**src/rtl/ps2_scancode_decoder.sv**
```systemverilog
// rtl/ps2_scancode_decoder.sv - PS/2 scan code set 2 byte stream to key events
//
// Pops raw keyboard bytes from the PS/2 receiver FIFO, folds the E0/F0/E1
// prefixes into single key events and keeps held levels for the three
// pinball control keys.
//
// Optional build macro: TYPEMATIC_FILTER_EN - suppress auto-repeat makes of
// the most recently pressed key until any break is seen.
//
// Ports:
//   clk, reset     system clock, synchronous active-high reset
//   fifo_data      head byte of receiver FIFO (valid while fifo_empty=0)
//   fifo_empty     receiver FIFO empty
//   fifo_overflow  receiver overflow flag (cleared by the receiver on read)
//   fifo_rd        read strobe, pops the head byte at the end of the cycle
//   key_valid      one-cycle event pulse for key_code/key_ext/key_break
//   key_code       event scan code (8'hE1 for pause)
//   key_ext        event carried an E0 prefix
//   key_break      1 = release, 0 = press
//   flip_left      LEFT_CODE held
//   flip_right     RIGHT_CODE held
//   launch         LAUNCH_CODE held
//   sync_err       one-cycle pulse on overflow or illegal prefix sequence

module ps2_scancode_decoder #(
  parameter logic [7:0] LEFT_CODE   = 8'h12,
  parameter logic [7:0] RIGHT_CODE  = 8'h59,
  parameter logic [7:0] LAUNCH_CODE = 8'h29,
  parameter int         PAUSE_LEN   = 8
) (
  input  logic       clk,
  input  logic       reset,
  input  logic [7:0] fifo_data,
  input  logic       fifo_empty,
  input  logic       fifo_overflow,
  output logic       fifo_rd,
  output logic       key_valid,
  output logic [7:0] key_code,
  output logic       key_ext,
  output logic       key_break,
  output logic       flip_left,
  output logic       flip_right,
  output logic       launch,
  output logic       sync_err
);

  localparam logic [2:0] S_IDLE  = 3'd0;
  localparam logic [2:0] S_E0    = 3'd1;
  localparam logic [2:0] S_F0    = 3'd2;
  localparam logic [2:0] S_E0F0  = 3'd3;
  localparam logic [2:0] S_PAUSE = 3'd4;

  localparam logic [7:0] PAUSE_INIT = 8'(PAUSE_LEN - 1);

  logic [2:0] state, state_n;
  logic [7:0] pause_cnt, pause_cnt_n;
  logic       ev, ev_ext, ev_brk, err, ovf_hit, suppress, fire;
  logic [7:0] ev_code;

  // Keyboard-to-host controller responses carry no key information.
  function automatic logic is_resp(input logic [7:0] b);
    case (b)
      8'h00, 8'hAA, 8'hEE, 8'hFA, 8'hFC, 8'hFE, 8'hFF: is_resp = 1'b1;
      default:                                         is_resp = 1'b0;
    endcase
  endfunction

  assign fifo_rd = ~fifo_empty & ~reset;
  assign ovf_hit = fifo_rd & fifo_overflow;

  always_comb begin
    state_n     = state;
    pause_cnt_n = pause_cnt;
    ev          = 1'b0;
    ev_code     = fifo_data;
    ev_ext      = 1'b0;
    ev_brk      = 1'b0;
    err         = 1'b0;
    if (ovf_hit) begin
      // Byte is untrustworthy: drop it and resynchronise from IDLE.
      state_n     = S_IDLE;
      pause_cnt_n = 8'd0;
      err         = 1'b1;
    end else if (fifo_rd) begin
      case (state)
        S_IDLE: begin
          if (fifo_data == 8'hE0) begin
            state_n = S_E0;
          end else if (fifo_data == 8'hF0) begin
            state_n = S_F0;
          end else if (fifo_data == 8'hE1) begin
            if (PAUSE_LEN <= 1) begin
              ev = 1'b1;
            end else begin
              state_n     = S_PAUSE;
              pause_cnt_n = PAUSE_INIT;
            end
          end else if (!is_resp(fifo_data)) begin
            ev = 1'b1;
          end
        end
        S_E0: begin
          state_n = S_IDLE;
          if (fifo_data == 8'hF0) begin
            state_n = S_E0F0;
          end else if (fifo_data == 8'hE0) begin
            state_n = S_E0;
          end else if (fifo_data == 8'hE1) begin
            err = 1'b1;
          end else if (fifo_data != 8'h12) begin
            ev     = 1'b1;
            ev_ext = 1'b1;
          end
        end
        S_F0: begin
          state_n = S_IDLE;
          if (fifo_data == 8'hE0 || fifo_data == 8'hF0 || fifo_data == 8'hE1) begin
            err = 1'b1;
          end else begin
            ev     = 1'b1;
            ev_brk = 1'b1;
          end
        end
        S_E0F0: begin
          state_n = S_IDLE;
          if (fifo_data == 8'hE0 || fifo_data == 8'hF0 || fifo_data == 8'hE1) begin
            err = 1'b1;
          end else if (fifo_data != 8'h12) begin
            ev     = 1'b1;
            ev_ext = 1'b1;
            ev_brk = 1'b1;
          end
        end
        S_PAUSE: begin
          // Pause body bytes are counted, never decoded.
          pause_cnt_n = pause_cnt - 8'd1;
          if (pause_cnt == 8'd1) begin
            state_n = S_IDLE;
            ev      = 1'b1;
            ev_code = 8'hE1;
          end
        end
        default: state_n = S_IDLE;
      endcase
    end
  end

`ifdef TYPEMATIC_FILTER_EN
  logic       trk_valid;
  logic [8:0] trk_key;
  logic       ev_is_pause;

  // Only pause can produce an event whose code is E1.
  assign ev_is_pause = (ev_code == 8'hE1);
  assign suppress    = ev & ~ev_brk & ~ev_is_pause & trk_valid &
                       (trk_key == {ev_ext, ev_code});

  always_ff @(posedge clk) begin
    if (reset || ovf_hit) begin
      trk_valid <= 1'b0;
      trk_key   <= 9'd0;
    end else if (ev && ev_brk) begin
      trk_valid <= 1'b0;
    end else if (ev && !ev_is_pause) begin
      trk_valid <= 1'b1;
      trk_key   <= {ev_ext, ev_code};
    end
  end
`else
  assign suppress = 1'b0;
`endif

  assign fire = ev & ~suppress;

  always_ff @(posedge clk) begin
    if (reset) begin
      state      <= S_IDLE;
      pause_cnt  <= 8'd0;
      key_valid  <= 1'b0;
      key_code   <= 8'd0;
      key_ext    <= 1'b0;
      key_break  <= 1'b0;
      flip_left  <= 1'b0;
      flip_right <= 1'b0;
      launch     <= 1'b0;
      sync_err   <= 1'b0;
    end else begin
      state     <= state_n;
      pause_cnt <= pause_cnt_n;
      key_valid <= fire;
      sync_err  <= err;
      if (fire) begin
        key_code  <= ev_code;
        key_ext   <= ev_ext;
        key_break <= ev_brk;
      end
      if (ovf_hit) begin
        flip_left  <= 1'b0;
        flip_right <= 1'b0;
        launch     <= 1'b0;
      end else if (fire && !ev_ext) begin
        if (ev_code == LEFT_CODE)   flip_left  <= ~ev_brk;
        if (ev_code == RIGHT_CODE)  flip_right <= ~ev_brk;
        if (ev_code == LAUNCH_CODE) launch     <= ~ev_brk;
      end
    end
  end

endmodule
```
**config.mk**
```make
export PLATFORM = sky130hd
export DESIGN_NAME = ps2_scancode_decoder
export DESIGN_NICKNAME = d
export VERILOG_FILES = /design/src/rtl/ps2_scancode_decoder.sv
export SDC_FILE = /design/constraint.sdc
export NUM_CORES = 1
export LEC_CHECK = 0
export ABC_AREA = 1
export ABC_CLOCK_PERIOD_IN_PS = 2900
export BUFFER_PORTS_ARGS = -buffer_cell sky130_fd_sc_hd__buf_2
export CORE_ASPECT_RATIO = 0.8
export CORE_MARGIN = 2
export CORE_UTILIZATION = 56
export CTS_CLUSTER_DIAMETER = 80
export CTS_CLUSTER_SIZE = 8
export DETAILED_ROUTE_END_ITERATION = 6
export PLACE_DENSITY_LB_ADDON = 0.15
export REMOVE_ABC_BUFFERS = 1
export SLEW_MARGIN = 25
export SYNTH_ARGS = -nofsm -noshare
export SYNTH_HDL_FRONTEND = slang
export SYNTH_SLANG_ARGS = --single-unit
export TNS_END_PERCENT = 30
```
**constraint.sdc**
```tcl
create_clock -name clk -period 2.9 [get_ports clk]
set_clock_uncertainty 0.05 [all_clocks]
set_input_delay 0.145 -clock clk [delete_from_list [all_inputs] [get_ports clk]]
set_output_delay 0.145 -clock clk [all_outputs]
set_load 0.05 [all_outputs]
```
# == Word-level counts from Yosys, hierarchy flattened ==
# Cells that the tools add are included.
# classes
add_sub_neg,1
eq_ne,23
mux,49
bitwise_logic,5
reduce_logical,15
# ops
operator,n
$eq A8 B8 Y1 const B,9
$mux W8,7
$mux W1,31
$pmux W8 S2,1
$mux W3,4
$pmux W3 S3,1
$eq A8 B1 Y1 const B,1
$eq A8 B5 Y1 const B,1
$eq A8 B6 Y1 const B,1
$eq A8 B7 Y1 const B,1
$logic_not A8 Y1,1
$ne A2 B2 Y1 const B,4
$ne A8 B5 Y1 const B,1
$sub A8 B1 Y8 const B,1
$reduce_or A7 Y1,1
$eq A3 B2 Y1 const B,2
$pmux W1 S2,3
$reduce_and A2 Y1,3
$pmux W1 S5,1
$reduce_and A5 Y1,1
$ne A4 B4 Y1 const B,1
$reduce_or A2 Y1,2
$eq A3 B1 Y1 const B,1
$eq A3 B3 Y1 const B,1
other kinds (9),13
# totals
output_inout_bits,16
elab_cells,103
regBits,26

# == Logic depth before layout (Yosys ltp) ==
# Gate-level depths: netlist of run 1.
# logic_depth
word_depth,18
depth_mapped,13
ltp_nobuf,13

# == Worst setup path before layout of run 1 ==
# No wires, ideal clock.
# synth_path
kind,input to register
start,input fifo_empty
end,register pause_cnt[3]
t_arrival_ns,1.512
n_path_buf,0
path_slack_ns,1.268
setup_time_ns,0.070
path_stages,7
path_cell_list,or2_1 inv_1 nand2_2 nor2_4 nand3_2 or2_0 a21oi_1
# synth_between
elab_chain_cells,4
word_cells_on_any_way,5
# synth_rtl
item,line_no,source
"start, declared",34,"input logic fifo_empty,"
$not A1 Y1 *,68,assign fifo_rd = ~fifo_empty & ~reset;
$and A1 B1 Y1 *,68,
named net fifo_rd,36,"output logic fifo_rd,"
$and A1 B1 Y1,69,assign ovf_hit = fifo_rd & fifo_overflow;
$reduce_or A2 Y1 (no source line),n/a,
"end signal, assigned",189,pause_cnt <= pause_cnt_n;
"end, declared",56,"logic [7:0] pause_cnt, pause_cnt_n;"
# The timed path passes the listed nets; every way through them passes the cells marked *.
# A chain may end at the register's enable or synchronous reset.

# == Worst setup path in the final report of run 1 ==
# layout_path
start,register pause_cnt[3]
end,register launch
# layout_between
elab_chain_cells,7
word_cells_on_any_way,12
# layout_rtl
item,line_no,source
$eq A8 B1 Y1 *,137,if (pause_cnt == 8'd1) begin
$mux W8 / $mux W1 (equally long branches),137,
$mux W8 / $pmux W1 S5 (equally long branches),85,case (state)
$mux W8 / $mux W1 (equally long branches),84,end else if (fifo_rd) begin
$mux W8 / $mux W1 (equally long branches),79,if (ovf_hit) begin
$eq A8 B6 Y1 / $logic_and A1 B1 Y1 (equally long branches),"204, 201",
$reduce_and A2 Y1 (no source line) *,n/a,
"end signal, assigned",204,if (ev_code == LAUNCH_CODE) launch <= ~ev_brk;
"end, declared",43,"output logic launch,"
# Mark *: on every way between the ends. The rest lies on a longest branch, timed or not.

==> impl_metrics.yaml, run 1 <==
hold_path:
  hp-start: "fifo_data[4]"
  hold_end: "key_code[4]"
  hold_path_class: "in2reg"
  whs_path_depth: 3
synth:
  yosysMostFrequentCell: "nand2_1"
  syn_area_per_cell_sq_um: 7.07
  synthTopCellsByCount: "nand2_1, nor2_1, inv_1"
  synth_edf_count: 0
  ys_ff_latch: 26
  yosysWarnings: 0
  syn_inst: 233
  yosysSeqAreaShare: 0.316
  yosys.area.top_type: "dfxtp_1"
  synthFlopType: "dfxtp_1"
  synthArstFlopShare: 0
  yosysTopAreaCellShare: 0.316
  syn_area_sq_um: 1650
  yosysUniqueCellTypes: 36
  synthTopCellsByArea: "dfxtp_1, nand2_1, nor2_1, inv_1, a21oi_2"
grt:
  grt_pass1_wl_mm: 6.36
  grt_pass1_vias: 1392
  grt_antenna_before_repair: 0
  overflow: 0
  grt_use_total: 0.245
  grt_max_degree: 16
setup_path:
  endpoint_kind: "flop"
  crit_required_ps: 3020
  crit_start: "pause_cnt[3]"
  rr_endpoint: "launch"
  start_kind: "flop"
  crit_arrival_ps: 2070
  r2r_start: "pause_cnt[3]"
  r2r_cells: 10
  r2r_slack_ps: 950
  worst-setup-path-type: "reg2reg"
  crit_fanout: 12
routing:
  routed_wirelength_mm: 3.74
  post_drt_via_cell_ratio: 5.37
  vias: 1611
  dr.pass1.iters: 4
  postRouteAntennaNets: 0
  wl_per_cell_um: 12.5
  drcViolationCount: 0
  drt_iter0_markers: 164
timing:
  finalCritPeriodShare: 0.672
  drv_slew: 0
  rsz0062_at_grt: "no"
  finalHoldViolCount: 0
  fin_crit_ps: 1950
  finalSetupTns_ps: 0
  worst_slew_pin_slew_ps: 347
  fmax_ghz: 0.513
  slew_headroom: 0.768
  setup_violations: 0
layout:
  syn2layout_area_growth_pct: 14.7
  drive_gt1_frac: 0.279
  seqCellArea_sq_um: 520
  instances_no_fill: 300
  multi_input_area_sq_um: 983
  num_antenna_cells: 0
  nNetsFinal: 277
  fillers: 248
cts:
  clock_latency_ps: 270
  cts_max_path_buffers: 2
  clkSinkCount: 26
  tritoncts: "done"
  cts_hold_buf: 0
  cts.reportedPaths.clkPinSlew_ps: 90
  root_buffer: "clkbuf_8"
  ctsResizeCount: 0
  htree_levels: 1
  cts_made_buffers: 3
  cts_setup_buffers: 0
placed_design:
  port_buffers: 27
  dp.cells: 296
  place_hpwl_mm: 2.88
  gp_congestion: 0.872
power_and_ir_drop:
  p_sw_uw: 205
  pwr-share-clk: 0.391
  seq_power_share: 0.468
  combPwrFrac: 0.140
  power_density_nw_per_um2: 414
  p_leak_uw: 0.000845
  p_int_uw: 577
  peakVddDrop_mv: 0.291
  swShare: 0.263
floorplanning:
  core_sq_um: 2790
  dieHeight_um: 52.5
  dieArea_sq_um: 3390
  ios: 28
  die_w_um: 64.6
  start_util: 0.591
  fp-row-count: 17
status:
  status: "complete, no violations"
run:
  maxCapViolations: 0
## flip-flops by register name (all words and copies together), names as in the netlist
name and count:
flip_left 1, state 3, launch 1, flip_right 1, key_ext 1, key_valid 1, key_break 1, pause_cnt 8
sync_err 1, key_code 8
## cells by family (layout without fill, tap and decap cells)
logic type | after synthesis | in the layout | synth area share
buffers and inverters | 35 | 64 | 0.0866
AO/OA/AOI/OAI | 31 | 31 | 0.138
flip-flops | 26 | 26 | 0.316
AND/OR/NAND/NOR | 139 | 139 | 0.445
adder cells (fa/ha/maj) | 2 | 2 | 0.0152
## how the worst max path moves through the flow
stage / depth (start not counted) / endpoint
CTS: 10 / launch
global placement: 10 / launch
floorplan: 10 / launch
detailed placement: 10 / launch
global route: 11 / launch
finish: 10 / launch
## power by group through the flow
| stage | Combinational, uW | Sequential [uW] | Clock, uW |
|---|---|---|---|
| floorplan | 54.8 | 395 | 0 |
| global placement | 108 | 374 | 0 |
| detailed placement | 109 | 375 | 0 |
| CTS | 109 | 366 | 311 |
| global route | 119 | 367 | 325 |
| finish | 110 | 366 | 306 |
## worst max-delay path: stages (launching register included)
cell and delay (ps):
dfxtp_1 340, nor2_1 190, nand2_1 150, nor2_1 200, nand3_2 250, o21ai_0 160, nand2_1 110, inv_1 80
nand3_1 60, nor3_1 190, nor2_1 70
## layout by cell type, fill, tap and decap left out, types with 7 or more instances in the layout
cell,netlist,layout
nand3_1,7,7
buf_2,0,27
a21oi_1,7,7
a21oi_2,8,8
nand2_1,52,52
inv_1,28,28
dfxtp_1,26,26
nand4_1,8,8
nor3_1,7,7
nor2_1,32,32
## per-layer routing
metal / up-vias / GRT usage / wire length (um)
li1: 821 / - / -
met1: 715 / 0.360 / 1860
met2: 73 / 0.349 / 1510
met3: 2 / 0.0731 / 359
met4: 0 / 0.0603 / 14
met5: - / 0 / 0
## cell type report
| class | instances | share of cell area |
|---|---|---|
| Tap cell | 38 | 0.0252 |
| Inverter | 33 | 0.0695 |
| Sequential cell | 26 | 0.275 |
| Clock buffer | 3 | 0.0219 |
| Multi-Input combinational cell | 172 | 0.521 |
| Timing Repair Buffer | 27 | 0.0715 |
| Clock inverter | 1 | 0.0159 |
## stage by stage
stage	cell area, sq um	total power, uW	setup slack (ps)	utilization	hold WS (ps)
after global placement	1820	482	973	0.652	393
after CTS	1890	787	965	0.678	98.7
after global routing	1890	811	723	0.678	99.9
after floorplan	1640	450	1240	-	157
after detailed placement	1820	483	895	0.652	396
final	1890	782	952	0.678	110
(Power assumes the default switching activity.)
==> run 2, diff against run 1 <==
--- a/config.mk
+++ b/config.mk
@@ -6,11 +6,11 @@
 export NUM_CORES = 1
 export LEC_CHECK = 0
 export ABC_AREA = 1
-export ABC_CLOCK_PERIOD_IN_PS = 2900
+export ABC_CLOCK_PERIOD_IN_PS = 2000
 export BUFFER_PORTS_ARGS = -buffer_cell sky130_fd_sc_hd__buf_2
 export CORE_ASPECT_RATIO = 0.8
 export CORE_MARGIN = 2
-export CORE_UTILIZATION = 56
+export CORE_UTILIZATION = 55
 export CTS_CLUSTER_DIAMETER = 80
 export CTS_CLUSTER_SIZE = 8
 export DETAILED_ROUTE_END_ITERATION = 6
==> constraint.sdc (replaced) <==
create_clock -name clk -period 2 [get_ports clk]
set_clock_uncertainty 0.05 [all_clocks]
set_input_delay 0.1 -clock clk [delete_from_list [all_inputs] [get_ports clk]]
set_output_delay 0.1 -clock clk [all_outputs]
set_load 0.05 [all_outputs]
==> impl_metrics.yaml, run 2 (same netlist as run 1, synthesis figures left out) <==
power_and_ir_drop:
  p_int_uw: 705
  peakVddDrop_mv: 0.522
  p_leak_uw: 0.000847
  combPwrFrac: 0.164
  power_density_nw_per_um2: 523
  pwr-share-clk: 0.300
  power_uw: 990
  swShare: 0.288
  p_sw_uw: 285
  seq_power_share: 0.536
floorplanning:
  ios: 28
  die_w_um: 65.2
  dieHeight_um: 52.9
  start_util: 0.586
  dieArea_sq_um: 3450
  core_sq_um: 2810
  fp-row-count: 17
placed_design:
  place_ws_ps: 203
  port_buffers: 27
  place_area_sq_um: 1840
  place_hpwl_mm: 2.95
  dp.cells: 299
  gp_congestion: 0.866
setup_path:
  endpoint_kind: "flop"
  r2r_slack_ps: 190
  r2r_cells: 13
  crit_required_ps: 2120
  start_kind: "flop"
  worst-setup-path-type: "reg2reg"
  crit_arrival_ps: 1920
  crit_fanout: 11
  r2r_start: "pause_cnt[1]"
  rr_endpoint: "flip_right"
timing:
  rsz0062_at_grt: "no"
  slew_headroom: 0.783
  fmax_ghz: 0.553
  timing.final.ws_setup_ps: 192
  finalSetupTns_ps: 0
  finalHoldViolCount: 0
  drv_slew: 0
  fin_crit_ps: 1810
  finalCritPeriodShare: 0.904
  worst_slew_pin_slew_ps: 324
  setup_violations: 0
cts:
  root_buffer: "clkbuf_8"
  clock_latency_ps: 270
  cts_made_buffers: 3
  htree_levels: 1
  cts_max_path_buffers: 2
  cts_hold_buf: 0
  tritoncts: "done"
  cts.reportedPaths.clkPinSlew_ps: 90
  clkSinkCount: 26
layout:
  fillers: 267
  drive_gt1_frac: 0.292
  final_common_cell: "nand2_1"
  nNetsFinal: 280
  final_cell_area_sq_um: 1900
  instances_no_fill: 302
  reg.largest.list: "key_code: 8 flops, pause_cnt: 8 flops, state: 3 flops"
  num_antenna_cells: 0
  final_cell_mix: "nand2_1, nor2_1, inv_1"
  syn2layout_area_growth_pct: 15.1
grt:
  overflow: 0
  grt_pass1_wl_mm: 6.28
  grt_pass1_vias: 1377
  grt_antenna_before_repair: 0
  grt_max_degree: 14
  grt_use_total: 0.236
hold_path:
  hold_end: "key_code[4]"
  whs_path_depth: 3
  hp-start: "fifo_data[4]"
  hold_path_class: "in2reg"
run:
  maxCapViolations: 0
status:
  status: "complete, no violations"
routing:
  highest_layer: "met4"
  drt-met1-wl_mm: 1.91
  dr_wl_met3_um: 236
  routed_wirelength_mm: 3.75
  dr.pass1.iters: 4
  vias: 1566
  post_drt_via_cell_ratio: 5.19
  postRouteAntennaNets: 0
  wl_per_cell_um: 12.4
  drt_iter0_markers: 197
  drcViolationCount: 0
  dr_wl_met2_mm: 1.56
run 2: power by group through the flow:
stage	logic [uW]	clock network (uW)	registers (uW)
after floorplan	79.5	0	573
after global placement	159	0	543
after detailed placement	160	0	543
after CTS	161	305	531
after global routing	176	317	532
final	162	298	531
run 2: critical path, stage by stage, from the launching register on:
cell and delay [ps]:
dfxtp_1 370, inv_1 70, ha_1 180, nand2_1 90, nor2_1 70, nand3_2 80, buf_6 150, nand2_1 60
nor2_1 80, nand2_1 100, inv_1 80, nand3_1 90, nor3_2 170, nor2_1 60
run 2: how the worst max path moves through the flow:
| stage | startpoint | cells past startpoint | slack, ps | to |
|---|---|---|---|---|
| after floorplan | pause_cnt[3] | 10 | 340 | launch |
| after global placement | pause_cnt[1] | 13 | 180 | flip_right |
| after detailed placement | pause_cnt[1] | 13 | 200 | flip_right |
| after CTS | pause_cnt[1] | 12 | 170 | flip_left |
| after global routing | pause_cnt[1] | 14 | 7 | launch |
| final | pause_cnt[1] | 13 | 190 | flip_right |
run 2: timing repair:
item | CTS | global route
buffers inserted | 0 | 0
endpoints found under the setup margin | 0 | 3
resized for setup | 0 | 3
endpoints found under the hold margin | 0 | 0
run 2: stage by stage:
stage          hold slack (ps)  utilization
2_1_floorplan              112            -
3_3_place_gp               336        0.656
3_5_place_dp               341        0.656
4_1_cts                   49.3        0.670
5_1_grt                   74.8        0.675
6_report                  50.9        0.675
run 2: cell type report:
cell class	instances	area, sq um	area share
tap	38	47.5	0.0251
sequential	26	520	0.275
inverter	33	131	0.0693
clock buffer	3	41.3	0.0218
timing repair buffer	30	161	0.0851
multi-input combinational	172	993	0.524
run 2: routing by layer:
layer | vias up | track usage
met5 | - | 0
met4 | 0 | 0.0660
met3 | 4 | 0.0511
met2 | 54 | 0.335
met1 | 685 | 0.353
li1 | 823 | -
==> run 3, diff against run 2 <==
--- a/config.mk
+++ b/config.mk
@@ -6,11 +6,11 @@
 export NUM_CORES = 1
 export LEC_CHECK = 0
 export ABC_AREA = 1
-export ABC_CLOCK_PERIOD_IN_PS = 2000
+export ABC_CLOCK_PERIOD_IN_PS = 2140
 export BUFFER_PORTS_ARGS = -buffer_cell sky130_fd_sc_hd__buf_2
 export CORE_ASPECT_RATIO = 0.8
 export CORE_MARGIN = 2
-export CORE_UTILIZATION = 55
+export CORE_UTILIZATION = 56
 export CTS_CLUSTER_DIAMETER = 80
 export CTS_CLUSTER_SIZE = 8
 export DETAILED_ROUTE_END_ITERATION = 6
==> constraint.sdc (replaced) <==
create_clock -name clk -period 2.14 [get_ports clk]
set_clock_uncertainty 0.05 [all_clocks]
set_input_delay 0.107 -clock clk [delete_from_list [all_inputs] [get_ports clk]]
set_output_delay 0.107 -clock clk [all_outputs]
set_load 0.05 [all_outputs]
==> impl_metrics.yaml, run 3 (same netlist as run 1, synthesis figures left out) <==
cts:
  htree_levels: 1
  cts_made_buffers: 3
  ctsResizeCount: 0
  clock_latency_ps: 280
  clkSinkCount: 26
  cts_hold_buf: 0
  root_buffer: "clkbuf_8"
  tritoncts: "done"
  cts.reportedPaths.clkPinSlew_ps: 100
  cts_max_path_buffers: 2
  cts_setup_buffers: 0
timing:
  fmax_ghz: 0.534
  slew_headroom: 0.775
  fin_crit_ps: 1870
  finalSetupTns_ps: 0
  setup_violations: 0
  drv_slew: 0
  finalCritPeriodShare: 0.875
  worst_slew_pin_slew_ps: 337
  rsz0062_at_grt: "no"
  finalHoldViolCount: 0
routing:
  drcViolationCount: 0
  vias: 1544
  dr.pass1.iters: 4
  routed_wirelength_mm: 3.59
  drt_iter0_markers: 162
  post_drt_via_cell_ratio: 5.11
  wl_per_cell_um: 11.9
  postRouteAntennaNets: 0
power_and_ir_drop:
  peakVddDrop_mv: 0.402
  p_leak_uw: 0.000847
  pwr-share-clk: 0.334
  p_int_uw: 696
  p_sw_uw: 273
  power_density_nw_per_um2: 514
  swShare: 0.282
  combPwrFrac: 0.154
  seq_power_share: 0.511
hold_path:
  hold_path_class: "in2reg"
setup_path:
  crit_fanout: 10
  r2r_slack_ps: 270
  r2r_cells: 12
  r2r_start: "pause_cnt[1]"
  crit_arrival_ps: 2030
  crit_chain: "inv_1 > ha_1 > nand2_1 > nor2_1 > nand3_2 > buf_4 > nand2_1 > nor3_1 > nand4_1 > nand2_1 > nand2_1 > nor2_1"
  endpoint_kind: "flop"
  rr_endpoint: "flip_left"
  worst-setup-path-type: "reg2reg"
  cp_common_cell: "nand2_1"
  crit_required_ps: 2300
  critPathMaxStageDelay_ps: 380
  crit_start: "pause_cnt[1]"
  cp-endpoint: "flip_left"
  cpMaxStageDelayCell: "dfxtp_1"
  start_kind: "flop"
placed_design:
  gp_congestion: 0.882
  place_area_sq_um: 1830
  port_buffers: 27
  place_hpwl_mm: 2.80
grt:
  grt_pass1_wl_mm: 6.27
  grt_antenna_before_repair: 0
  grt_pass1_vias: 1331
  grt_max_degree: 15
  grt_use_total: 0.241
  overflow: 0
layout:
  reg.largest.list: "key_code: 8 flops, pause_cnt: 8 flops, state: 3 flops"
  final_cell_mix: "nand2_1, nor2_1, inv_1"
  num_antenna_cells: 0
  final_common_cell: "nand2_1"
  drive_gt1_frac: 0.284
  final_cell_area_sq_um: 1890
  syn2layout_area_growth_pct: 14.7
  nNetsFinal: 279
floorplanning:
  ios: 28
  dieHeight_um: 52.5
  dieArea_sq_um: 3390
  core_sq_um: 2790
  die_w_um: 64.6
  fp-row-count: 17
  start_util: 0.591
status:
  status: "complete, no violations"
run:
  maxCapViolations: 0
[run 3: cell count changes in the layout (fill, tap and decap cells not counted), sizes merged]
cell | previous run | this run
buf | 30 | 29
clkbuf | 3 | 4
[run 3: worst max-delay path, delay by kind of cell, from the launching register on]
family,cells,cell delay (ps)
flops,1,380
simple gates,9,920
buf+inv,2,260
fa+ha+maj,1,180
[run 3: per-layer routing]
metal	vias to the layer above	global-route usage	routed length, um
met4	0	0.0426	21
li1	816	-	-
met5	-	0	0
met2	52	0.333	1430
met3	2	0.0538	261
met1	674	0.377	1870
[run 3: how the worst min path moves through the flow]
stage	start	endpoint	slack, ps	cells past startpoint
after global placement	fifo_data[4]	key_code[4]	350	3
after detailed placement	fifo_data[4]	key_code[4]	360	3
after global routing	fifo_data[1]	key_code[1]	60	3
after floorplan	reset	key_code[0]	120	1
final	fifo_data[1]	key_code[1]	70	3
after CTS	fifo_data[4]	key_code[4]	60	3
[run 3: stage by stage]
step	power [uW]	util	worst slack, ps	hold WS [ps]	instances
floorplan	609	-	479	119	231
global placement	655	0.658	309	353	298
detailed placement	655	0.658	325	355	298
CTS	978	0.678	279	61.1	302
global route	1010	0.678	50.8	64.1	302
finish	970	0.678	267	69.5	302
[run 3: cell type report]
| type | instances | area, sq um |
|---|---|---|
| Inverter | 33 | 131 |
| Sequential cell | 26 | 520 |
| Multi-Input combinational cell | 172 | 983 |
| Timing Repair Buffer | 29 | 150 |
| Clock buffer | 4 | 55.1 |
| Tap cell | 38 | 47.5 |
| Fill cell | 258 | 898 |
[run 3: power groups by stage]
| stage | registers [uW] | clock network [uW] | logic (uW) |
|---|---|---|---|
| after floorplan | 535 | 0 | 74.3 |
| after global placement | 507 | 0 | 148 |
| after detailed placement | 507 | 0 | 148 |
| after CTS | 496 | 333 | 149 |
| after global routing | 497 | 350 | 163 |
| final | 496 | 324 | 150 |
